$ cat config.mk
export PLATFORM = sky130hd
export DESIGN_NAME = pattern_serial_tx_flat
export DESIGN_NICKNAME = d
export VERILOG_FILES = /design/src/rtl/pattern_serial_tx_if.sv /design/src/rtl/pattern_serial_tx.sv /design/src/flat_wrapper.sv
export SDC_FILE = /design/constraint.sdc
export NUM_CORES = 1
export LEC_CHECK = 0
export BUFFER_PORTS_ARGS = -buffer_cell sky130_fd_sc_hd__buf_2
export CAP_MARGIN = 20
export CORE_MARGIN = 8
export CORE_UTILIZATION = 41
export CTS_CLUSTER_DIAMETER = 100
export DETAILED_ROUTE_END_ITERATION = 16
export HOLD_SLACK_MARGIN = 0.06
export MAX_ROUTING_LAYER = met4
export SLEW_MARGIN = 20
export SYNTH_ARGS = -nofsm -noshare
export SYNTH_HDL_FRONTEND = slang
export SYNTH_SLANG_ARGS = --single-unit
$ cat constraint.sdc
create_clock -name clk -period 2.67 [get_ports clk]
set_clock_uncertainty 0.15 [all_clocks]
set_input_delay 0.1335 -clock clk [delete_from_list [all_inputs] [get_ports clk]]
set_output_delay 0.1335 -clock clk [all_outputs]
set_load 0.01 [all_outputs]
$ cat src/rtl/pattern_serial_tx_if.sv
// Purpose: load/pattern request bus and serial output bus of pattern_serial_tx.
// Latency: none (signal bundle only).
// Backpressure: the source holds load until it sees ready; a load while ready=0 is dropped.
// Ports/signals: load, pattern, len, reps (request side); ready, dout, dout_valid, done (transmitter side).
interface pattern_serial_tx_if #(
    parameter int WIDTH = 8,
    parameter int LENW  = 4,
    parameter int REPW  = 4
);
    logic             load;
    logic [WIDTH-1:0] pattern;
    logic [LENW-1:0]  len;
    logic [REPW-1:0]  reps;
    logic             ready;
    logic             dout;
    logic             dout_valid;
    logic             done;

    // master: the block requesting a pattern and consuming the serial stream
    modport master (
        output load, pattern, len, reps,
        input  ready, dout, dout_valid, done
    );

    // slave: the transmitter
    modport slave (
        input  load, pattern, len, reps,
        output ready, dout, dout_valid, done
    );
endinterface

$ cat src/rtl/pattern_serial_tx.sv
// Purpose: shift a captured bit pattern out MSB-first, repeated reps+1 times back-to-back.
// Latency: load accepted at edge N gives the first bit in cycle N+1; done pulses one cycle after the last bit.
// Backpressure: ready=0 for the whole job; a load while busy is ignored, not queued.
// Ports: clk, rst (sync, active-high), bus (slave modport: load/pattern/len/reps in; ready/dout/dout_valid/done out).
module pattern_serial_tx #(
    parameter int WIDTH = 8,
    parameter int LENW  = 4,
    parameter int REPW  = 4
) (
    input  logic                  clk,
    input  logic                  rst,
    pattern_serial_tx_if.slave    bus
);

    typedef enum logic {
        S_IDLE,
        S_SHIFT
    } state_t;

    localparam logic [LENW-1:0]  LEN_MAX = LENW'(WIDTH);
    localparam logic [LENW-1:0]  IDX_ONE = LENW'(1);
    localparam logic [REPW-1:0]  REP_ONE = REPW'(1);
    localparam logic [WIDTH-1:0] BIT_LSB = WIDTH'(1);

    state_t           state_q;
    logic [WIDTH-1:0] pat_q;
    logic [LENW-1:0]  len_q;
    logic [LENW-1:0]  idx_q;
    logic [REPW-1:0]  rep_q;
    logic             ready_q;
    logic             dout_q;
    logic             vld_q;
    logic             done_q;

    logic [LENW-1:0]  len_eff_d;
    logic [LENW-1:0]  idx_d;
    logic [WIDTH-1:0] bit_src_d;
    logic             bit_d;

    // Next bit index and the bit it selects. In IDLE this looks at the live
    // inputs so the first bit can be registered on the accepting edge; in
    // SHIFT it looks only at the captured pattern.
    always_comb begin
        len_eff_d = bus.len;
        if (bus.len == '0 || bus.len > LEN_MAX) begin
            len_eff_d = LEN_MAX;
        end

        bit_src_d = pat_q;
        idx_d     = idx_q - IDX_ONE;
        if (state_q == S_IDLE) begin
            bit_src_d = bus.pattern;
            idx_d     = len_eff_d - IDX_ONE;
        end else if (idx_q == '0) begin
            // wrap to the MSB of the next repetition, no gap
            idx_d = len_q - IDX_ONE;
        end

        bit_d = |(bit_src_d & (BIT_LSB << idx_d));
    end

    always_ff @(posedge clk) begin
        if (rst) begin
            state_q <= S_IDLE;
            pat_q   <= '0;
            len_q   <= '0;
            idx_q   <= '0;
            rep_q   <= '0;
            ready_q <= 1'b1;
            dout_q  <= 1'b0;
            vld_q   <= 1'b0;
            done_q  <= 1'b0;
        end else begin
            case (state_q)
                S_IDLE: begin
                    done_q <= 1'b0;
                    if (bus.load) begin
                        pat_q   <= bus.pattern;
                        len_q   <= len_eff_d;
                        idx_q   <= idx_d;
                        rep_q   <= bus.reps;
                        state_q <= S_SHIFT;
                        ready_q <= 1'b0;
                        vld_q   <= 1'b1;
                        dout_q  <= bit_d;
                    end else begin
                        ready_q <= 1'b1;
                        vld_q   <= 1'b0;
                        dout_q  <= 1'b0;
                    end
                end
                S_SHIFT: begin
                    if (idx_q != '0 || rep_q != '0) begin
                        idx_q  <= idx_d;
                        dout_q <= bit_d;
                        // repeat counter only moves at a pass boundary and never wraps
                        if (idx_q == '0) begin
                            rep_q <= rep_q - REP_ONE;
                        end
                    end else begin
                        state_q <= S_IDLE;
                        ready_q <= 1'b1;
                        vld_q   <= 1'b0;
                        dout_q  <= 1'b0;
                        done_q  <= 1'b1;
                    end
                end
                default: begin
                    state_q <= S_IDLE;
                end
            endcase
        end
    end

    assign bus.ready      = ready_q;
    assign bus.dout       = dout_q;
    assign bus.dout_valid = vld_q;
    assign bus.done       = done_q;

endmodule

$ cat src/flat_wrapper.sv
// flat-port wrapper written by rule: the top's interface ports become plain ports
module pattern_serial_tx_flat 
#(
    parameter int WIDTH = 8,
    parameter int LENW  = 4,
    parameter int REPW  = 4
)
  (clk, rst, bus_load, bus_pattern, bus_len, bus_reps, bus_ready, bus_dout, bus_dout_valid, bus_done);
  pattern_serial_tx_if #(.WIDTH(WIDTH), .LENW(LENW), .REPW(REPW)) bus_i ();
  input  logic clk;
  input  logic rst;
  input wire logic [$bits(bus_i.load)-1:0] bus_load;
  input wire logic [$bits(bus_i.pattern)-1:0] bus_pattern;
  input wire logic [$bits(bus_i.len)-1:0] bus_len;
  input wire logic [$bits(bus_i.reps)-1:0] bus_reps;
  output wire logic [$bits(bus_i.ready)-1:0] bus_ready;
  output wire logic [$bits(bus_i.dout)-1:0] bus_dout;
  output wire logic [$bits(bus_i.dout_valid)-1:0] bus_dout_valid;
  output wire logic [$bits(bus_i.done)-1:0] bus_done;
  assign bus_i.load = bus_load;
  assign bus_i.pattern = bus_pattern;
  assign bus_i.len = bus_len;
  assign bus_i.reps = bus_reps;
  assign bus_ready = bus_i.ready;
  assign bus_dout = bus_i.dout;
  assign bus_dout_valid = bus_i.dout_valid;
  assign bus_done = bus_i.done;
  pattern_serial_tx #(.WIDTH(WIDTH), .LENW(LENW), .REPW(REPW)) u_core (.clk(clk), .rst(rst), .bus(bus_i));
endmodule
After elaboration in Yosys (flattened, before gate mapping). Cells that the tools add are included.

Register bits after elaboration: 25. Input bits: 19. Output and inout port bits: 4.

Add/subtract/negate cells: 4. Order comparisons: 1. Equality and inequality tests: 4. Shifts and indexed selects: 1. Muxes and demuxes: 23. Bitwise logic cells: 2. Reductions and logical operators: 10.

Operator list (number): 4-bit 2-to-1 mux (8); 4-bit one-hot mux with 2 select lines (2); 4-bit by 1-bit subtractor with 4-bit output (second input constant) (4); 1-bit one-hot mux with 2 select lines (5); 8-bit bitwise AND (1); 4-bit zero test (2); 8-bit 2-to-1 mux (1); 2-bit inequality test (second input constant) (4); 4-bit nonzero test (2); 8-bit OR reduction (1); 1-bit by 4-bit left shift with 8-bit output (first input constant) (1); 1-bit 2-to-1 mux (7); 4-bit > comparator (second input constant) (1); 2-bit AND reduction (2); 3-bit AND reduction (1); 1-bit logical OR (2); 1-bit inverter (1).

Logic depth before layout (Yosys ltp).
Depth after elaboration: 10. Gate-level depth with buffers: 9. Mapped depth without buffers: 8.

Worst setup path after synthesis. OpenSTA, ideal clock, no wires.

Kind: flip-flop to flip-flop. Start: reg u_core.idx_q[2]. End: reg u_core.dout_q (netlist: u_core.bus.dout). Library setup time: 115 ps. Arrival time: 1822 ps. Data required time: 2405 ps. Slack: 583 ps. Cell stages (with the launch flop): 9. Path buffers: 0. Cell sequence: dfxtp_1 -> nor3b_1 -> a221o_1 -> inv_1 -> ha_1 -> a22o_1 -> a221oi_1 -> mux2i_1 -> and3_1.

Word-level cells in the longest chain between the ends: 8.

RTL lines: start, declared (RTL line pattern_serial_tx.sv:28) `logic [LENW-1:0] idx_q;`; start signal, assigned (RTL line pattern_serial_tx.sv:80) `idx_q <= idx_d;`; start signal, assigned (RTL line pattern_serial_tx.sv:94) `idx_q <= idx_d;`; 4-bit by 1-bit subtractor with 4-bit output / 4-bit zero test (equally long branches) (RTL line pattern_serial_tx.sv:50, pattern_serial_tx.sv:54); 4-bit 2-to-1 mux (RTL line pattern_serial_tx.sv:54) `end else if (idx_q == '0) begin`; 4-bit 2-to-1 mux (RTL line pattern_serial_tx.sv:51) `if (state_q == S_IDLE) begin`; 1-bit by 4-bit left shift with 8-bit output (RTL line pattern_serial_tx.sv:59) `bit_d = |(bit_src_d & (BIT_LSB << idx_d));`; 8-bit bitwise AND (RTL line pattern_serial_tx.sv:59); 8-bit OR reduction (RTL line pattern_serial_tx.sv:59); 1-bit 2-to-1 mux (on tied branches) (RTL line pattern_serial_tx.sv:93, pattern_serial_tx.sv:77); 1-bit one-hot mux with 2 select lines * (RTL line pattern_serial_tx.sv:74) `case (state_q)`; end signal, assigned (RTL line pattern_serial_tx.sv:85) `dout_q <= bit_d;`; end signal, assigned (RTL line pattern_serial_tx.sv:95) `dout_q <= bit_d;`; end, declared (RTL line pattern_serial_tx.sv:31) `logic dout_q;`.

Mark *: on every way between the ends. The rest lies on a longest branch, timed or not. A chain may end at the register's enable or synchronous reset.

Worst setup path after layout.
Start: reg u_core.state_q. End: reg u_core.len_q[0].

Word-level cells in the longest chain between the ends: 2.

RTL lines: start, declared (RTL line pattern_serial_tx.sv:25) `state_t state_q;`; start signal, assigned (RTL line pattern_serial_tx.sv:64) `state_q <= S_IDLE;`; start signal, assigned (RTL line pattern_serial_tx.sv:82) `state_q <= S_SHIFT;`; start signal, assigned (RTL line pattern_serial_tx.sv:101) `state_q <= S_IDLE;`; 1-bit inverter (no source line); 2-bit AND reduction (no source line); end signal, assigned (RTL line pattern_serial_tx.sv:79) `len_q <= len_eff_d;`; end, declared (RTL line pattern_serial_tx.sv:27) `logic [LENW-1:0] len_q;`.

Every way passes these cells.

==> results.toml <==
[placed_design]
placedCellCount = 221
hpwl_um = 2397
numPortBuffers = 22
finalWeightedCongestion = 0.8691
dp_slack_ns = 0.3810

[critical_path]
worstPathBufferInverterCount = 2
crit_cells = 5
critPathMaxFanout = 15
cp-start-kind = "flop"
highest_delay_cell_along_the_critical_path = "sky130_fd_sc_hd__nor2b_1"
cp_cell_sequence = "buf_4 -> nor2b_1 -> nand3b_1 -> dlygate4sd3_1 -> a21oi_1"
timing.critical_path.slowest_cell_delay_ns = 0.75
path_delay_family = "simple AND/OR/NAND/NOR gates"
critPathCaptureType = "flop"
regToRegSetupSlack_ns = 0.30
worst-r2r-cell-count = 5
worstPathArrival_ns = 2.48
crit_type = "flop to flop"
worst-endpoint-required_ns = 2.78

[pwr]
int_pwr_w = 0.0006131
clockPowerShare_pct = 18.7
share_comb_of_total_power_pct = 32.9
seq_power_share_pct = 48.5
worst_ir_drop_vdd_v = 0.0002946
leakagePower_nw = 0.7021
power.switching_fraction_pct = 33.03
power.net_switching_w = 0.0003024
total_power_w = 0.0009154
power.density_cell_area_mw_per_mm2 = 529.8

[sta]
final_critical_path_setup_slack_ns = 0.3029
final-setup-viol-count = 0
period_needed_ns = 2.367
setup_tns_ns = 0
unrepaired_setup_endpoints_after_global_routing = "no"
max_clock_freq_mhz = 422.5
max_slew_violation_count = 0
timing_hold_violations_final = 0
layout_worst_path_cycle_share_pct = 88.66
fin_hold_ws_ns = 0.09584
tightest_slew_ns = 0.9485
timing.max_slew.rel_slack_pct = 36.64

[grt]
groute.usage.overall_pct = 14.16
grt_first_pass_wirelength_um = 5913
grt_antenna_before_repair = 0
first_global_vias = 1283
grt_max_degree = 23
gr-total-overflow = 0

[final_layout]
area_growth_syn_to_layout_pct = 26.47
num-fill-cells = 348
drive_above_1_share_pct = 21.21
antenna-diode-count = 0
final_cell_count_without_fillers = 244
finish.net_count = 225

[synth]
ys.warnings.count = 0
distinct_cell_type_count_of_the_synthesized_netlist = 36
ys_ff_latch = 25
postSynthCellCount = 158
seq_area_frac_synth_pct = 36.63
post_synth_instance_area_mm2 = 0.001366
postSynthAreaPerCell_um2 = 8.648
synth_nets = 184

[clock_tree]
clk_latency_ns = 0.32
tritoncts.num_buffers = 3
ctsLongestPathBuffers = 2
cts_tree = "yes"
cts-resized-gates = 0
cts.htree.levels = 1
ctsRootBufferMaster = "sky130_fd_sc_hd__clkbuf_4"
cts_post_setup_buffers_inserted = 0
clk_pin_slew_ns = 0.14
numClockSinks = 25

[drt]
overall_routed_net_length_um = 3420
post-route-drc-count = 0
dr.first_iter.drc_count = 139
vias_per_cell = 5.201
overall_via_count_from_detail_route = 1269
postRouteAntennaNets = 0
firstDrtPassIters = 4
drt-wirelength-per-cell_um = 14.02

[floorplan]
initial_core_util_pct = 41.94
dieArea_mm2 = 0.005435
floorplan.rows = 21
io_pins = 23
die_w_um = 73.73
core_area_mm2 = 0.003258
chipHeight_um = 73.73

[job]
max_cap_viol_count = 0

[hold_path]
worst_hold_path_type = "input port to flop"
hold-path-cell-count = 3

[outcome]
status = "finished, final reports clean"
-- worst register-to-register path, cell delays in order, from the launching register on --
cell                            delay, ns
sky130_fd_sc_hd__dfxtp_1             0.34
sky130_fd_sc_hd__buf_4               0.19
sky130_fd_sc_hd__nor2b_1             0.75
sky130_fd_sc_hd__nand3b_1            0.14
sky130_fd_sc_hd__dlygate4sd3_1       0.61
sky130_fd_sc_hd__a21oi_1             0.13
-- layer usage --
metal,global-route usage [%],vias up,wire length (um)
li1,-,638,-
met1,16.25,590,1481
met2,23.62,37,1661
met3,4.093,4,230
met4,3.326,0,47
met5,-,-,0
-- registers in the layout, indices dropped and copies added (netlist names) --
name / flops
u_core.idx_q: 4
u_core.bus.dout_valid: 1
u_core.len_q: 4
u_core.state_q: 1
u_core.pat_q: 8
u_core.bus.done: 1
u_core.bus.dout: 1
u_core.rep_q: 4
u_core.bus.ready: 1
-- final timing paths --
path,start,to
max,u_core.state_q$_SDFF_PP0_,u_core.len_q[0]$_SDFFE_PP0P_
min,bus_load,u_core.rep_q[3]$_SDFFE_PP0P_
max reg2reg,u_core.state_q$_SDFF_PP0_,u_core.len_q[0]$_SDFFE_PP0P_
min reg2reg,u_core.pat_q[5]$_SDFFE_PP0P_,u_core.pat_q[5]$_SDFFE_PP0P_
-- layout by cell type, fill, tap and decap left out, types with 4 or more instances in the layout --
master                           n
sky130_fd_sc_hd__dlygate4sd3_1  19
sky130_fd_sc_hd__nor3_1          4
sky130_fd_sc_hd__inv_1           7
sky130_fd_sc_hd__nor2b_1         6
sky130_fd_sc_hd__a211oi_1        4
sky130_fd_sc_hd__nand2_1        22
sky130_fd_sc_hd__mux2_2          8
sky130_fd_sc_hd__nor2_1          8
sky130_fd_sc_hd__dfxtp_1        25
sky130_fd_sc_hd__nor3b_1         6
sky130_fd_sc_hd__ha_1            7
sky130_fd_sc_hd__a21oi_1        18
sky130_fd_sc_hd__buf_2          22
-- timing repair --
item | 4_1_cts | 5_1_grt
hold endpoints to repair | 16 | 0
hold buffers | 19 | 0
endpoints found under the setup margin | 0 | 0
-- power by group through the flow --
stage          logic [W]  registers [W]  clock network, W
2_1_floorplan   0.000211       0.000445                 0
3_3_place_gp    0.000272       0.000448                 0
3_5_place_dp    0.000281       0.000450                 0
4_1_cts         0.000302       0.000443          0.000177
5_1_grt         0.000336       0.000448          0.000198
6_report        0.000301       0.000444          0.000171
-- per-stage QoR --
stage / utilization [%] / instance area (um2)
2_1_floorplan: - / 1366
3_3_place_gp: 46.39 / 1511
3_5_place_dp: 46.39 / 1511
4_1_cts: 53.03 / 1728
5_1_grt: 53.03 / 1728
6_report: 53.03 / 1728
-- logic make-up (layout without fill, tap and decap cells) --
kind of cell | Yosys count | in the layout | share of synthesized area (%)
AND/OR/NAND/NOR | 61 | 61 | 23.99
AO/OA/AOI/OAI | 37 | 37 | 17.68
flip-flops | 25 | 25 | 36.63
buffers and inverters | 15 | 55 | 5.220
multiplexers | 11 | 11 | 8.792
adder cells (fa/ha/maj) | 7 | 7 | 6.410
XOR/XNOR | 2 | 2 | 1.282
-- cell type report --
cell class                      instances  area (um2)  share of cell area, %
Tap cell                               46       57.56                  3.331
Multi-Input combinational cell        118       794.5                  45.98
Inverter                                7       26.28                  1.521
Sequential cell                        25       500.5                  28.96
Clock buffer                            4       26.28                  1.521
Timing Repair Buffer                   44       322.8                  18.68
-- cells in the mapped netlist --
| library cell | instances | area share [%] |
|---|---|---|
| sky130_fd_sc_hd__nand3_1 | 2 | 0.73 |
| sky130_fd_sc_hd__a221oi_1 | 2 | 1.3 |
| sky130_fd_sc_hd__o21a_1 | 1 | 0.55 |
| sky130_fd_sc_hd__nand3b_1 | 3 | 1.6 |
| sky130_fd_sc_hd__inv_1 | 7 | 1.9 |
| sky130_fd_sc_hd__and3_1 | 1 | 0.46 |
| sky130_fd_sc_hd__or3b_1 | 1 | 0.64 |
| sky130_fd_sc_hd__xor2_1 | 1 | 0.64 |
| sky130_fd_sc_hd__xnor2_1 | 1 | 0.64 |
| sky130_fd_sc_hd__a21oi_1 | 18 | 6.6 |
| sky130_fd_sc_hd__or3_1 | 1 | 0.46 |
| sky130_fd_sc_hd__nor4_1 | 1 | 0.46 |
| sky130_fd_sc_hd__a221o_1 | 3 | 2.2 |
| sky130_fd_sc_hd__nand2_2 | 1 | 0.46 |
| sky130_fd_sc_hd__nand2b_1 | 2 | 0.92 |
| sky130_fd_sc_hd__mux2i_1 | 3 | 2.2 |
| sky130_fd_sc_hd__ha_1 | 7 | 6.4 |
| sky130_fd_sc_hd__a22o_1 | 2 | 1.3 |
| sky130_fd_sc_hd__or4_4 | 1 | 0.82 |
| sky130_fd_sc_hd__nor3_1 | 4 | 1.5 |
| sky130_fd_sc_hd__nor3_2 | 1 | 0.73 |
| sky130_fd_sc_hd__nor3b_1 | 6 | 3.3 |
| sky130_fd_sc_hd__mux2_2 | 8 | 6.6 |
| sky130_fd_sc_hd__o21ai_0 | 3 | 1.1 |
| sky130_fd_sc_hd__a211oi_1 | 4 | 2.2 |
| sky130_fd_sc_hd__a31oi_1 | 1 | 0.46 |
| sky130_fd_sc_hd__nor2b_1 | 6 | 2.7 |
| sky130_fd_sc_hd__a211oi_2 | 1 | 0.92 |
| sky130_fd_sc_hd__nor2_1 | 8 | 2.2 |
| sky130_fd_sc_hd__buf_6 | 2 | 1.6 |
| sky130_fd_sc_hd__nor4_2 | 1 | 0.92 |
| sky130_fd_sc_hd__o22ai_1 | 1 | 0.46 |
| sky130_fd_sc_hd__dfxtp_1 | 25 | 37 |
| sky130_fd_sc_hd__o21ai_2 | 1 | 0.64 |
| sky130_fd_sc_hd__nand2_1 | 22 | 6.0 |
| sky130_fd_sc_hd__clkbuf_1 | 6 | 1.6 |
Power figures use the tool's default switching activity.
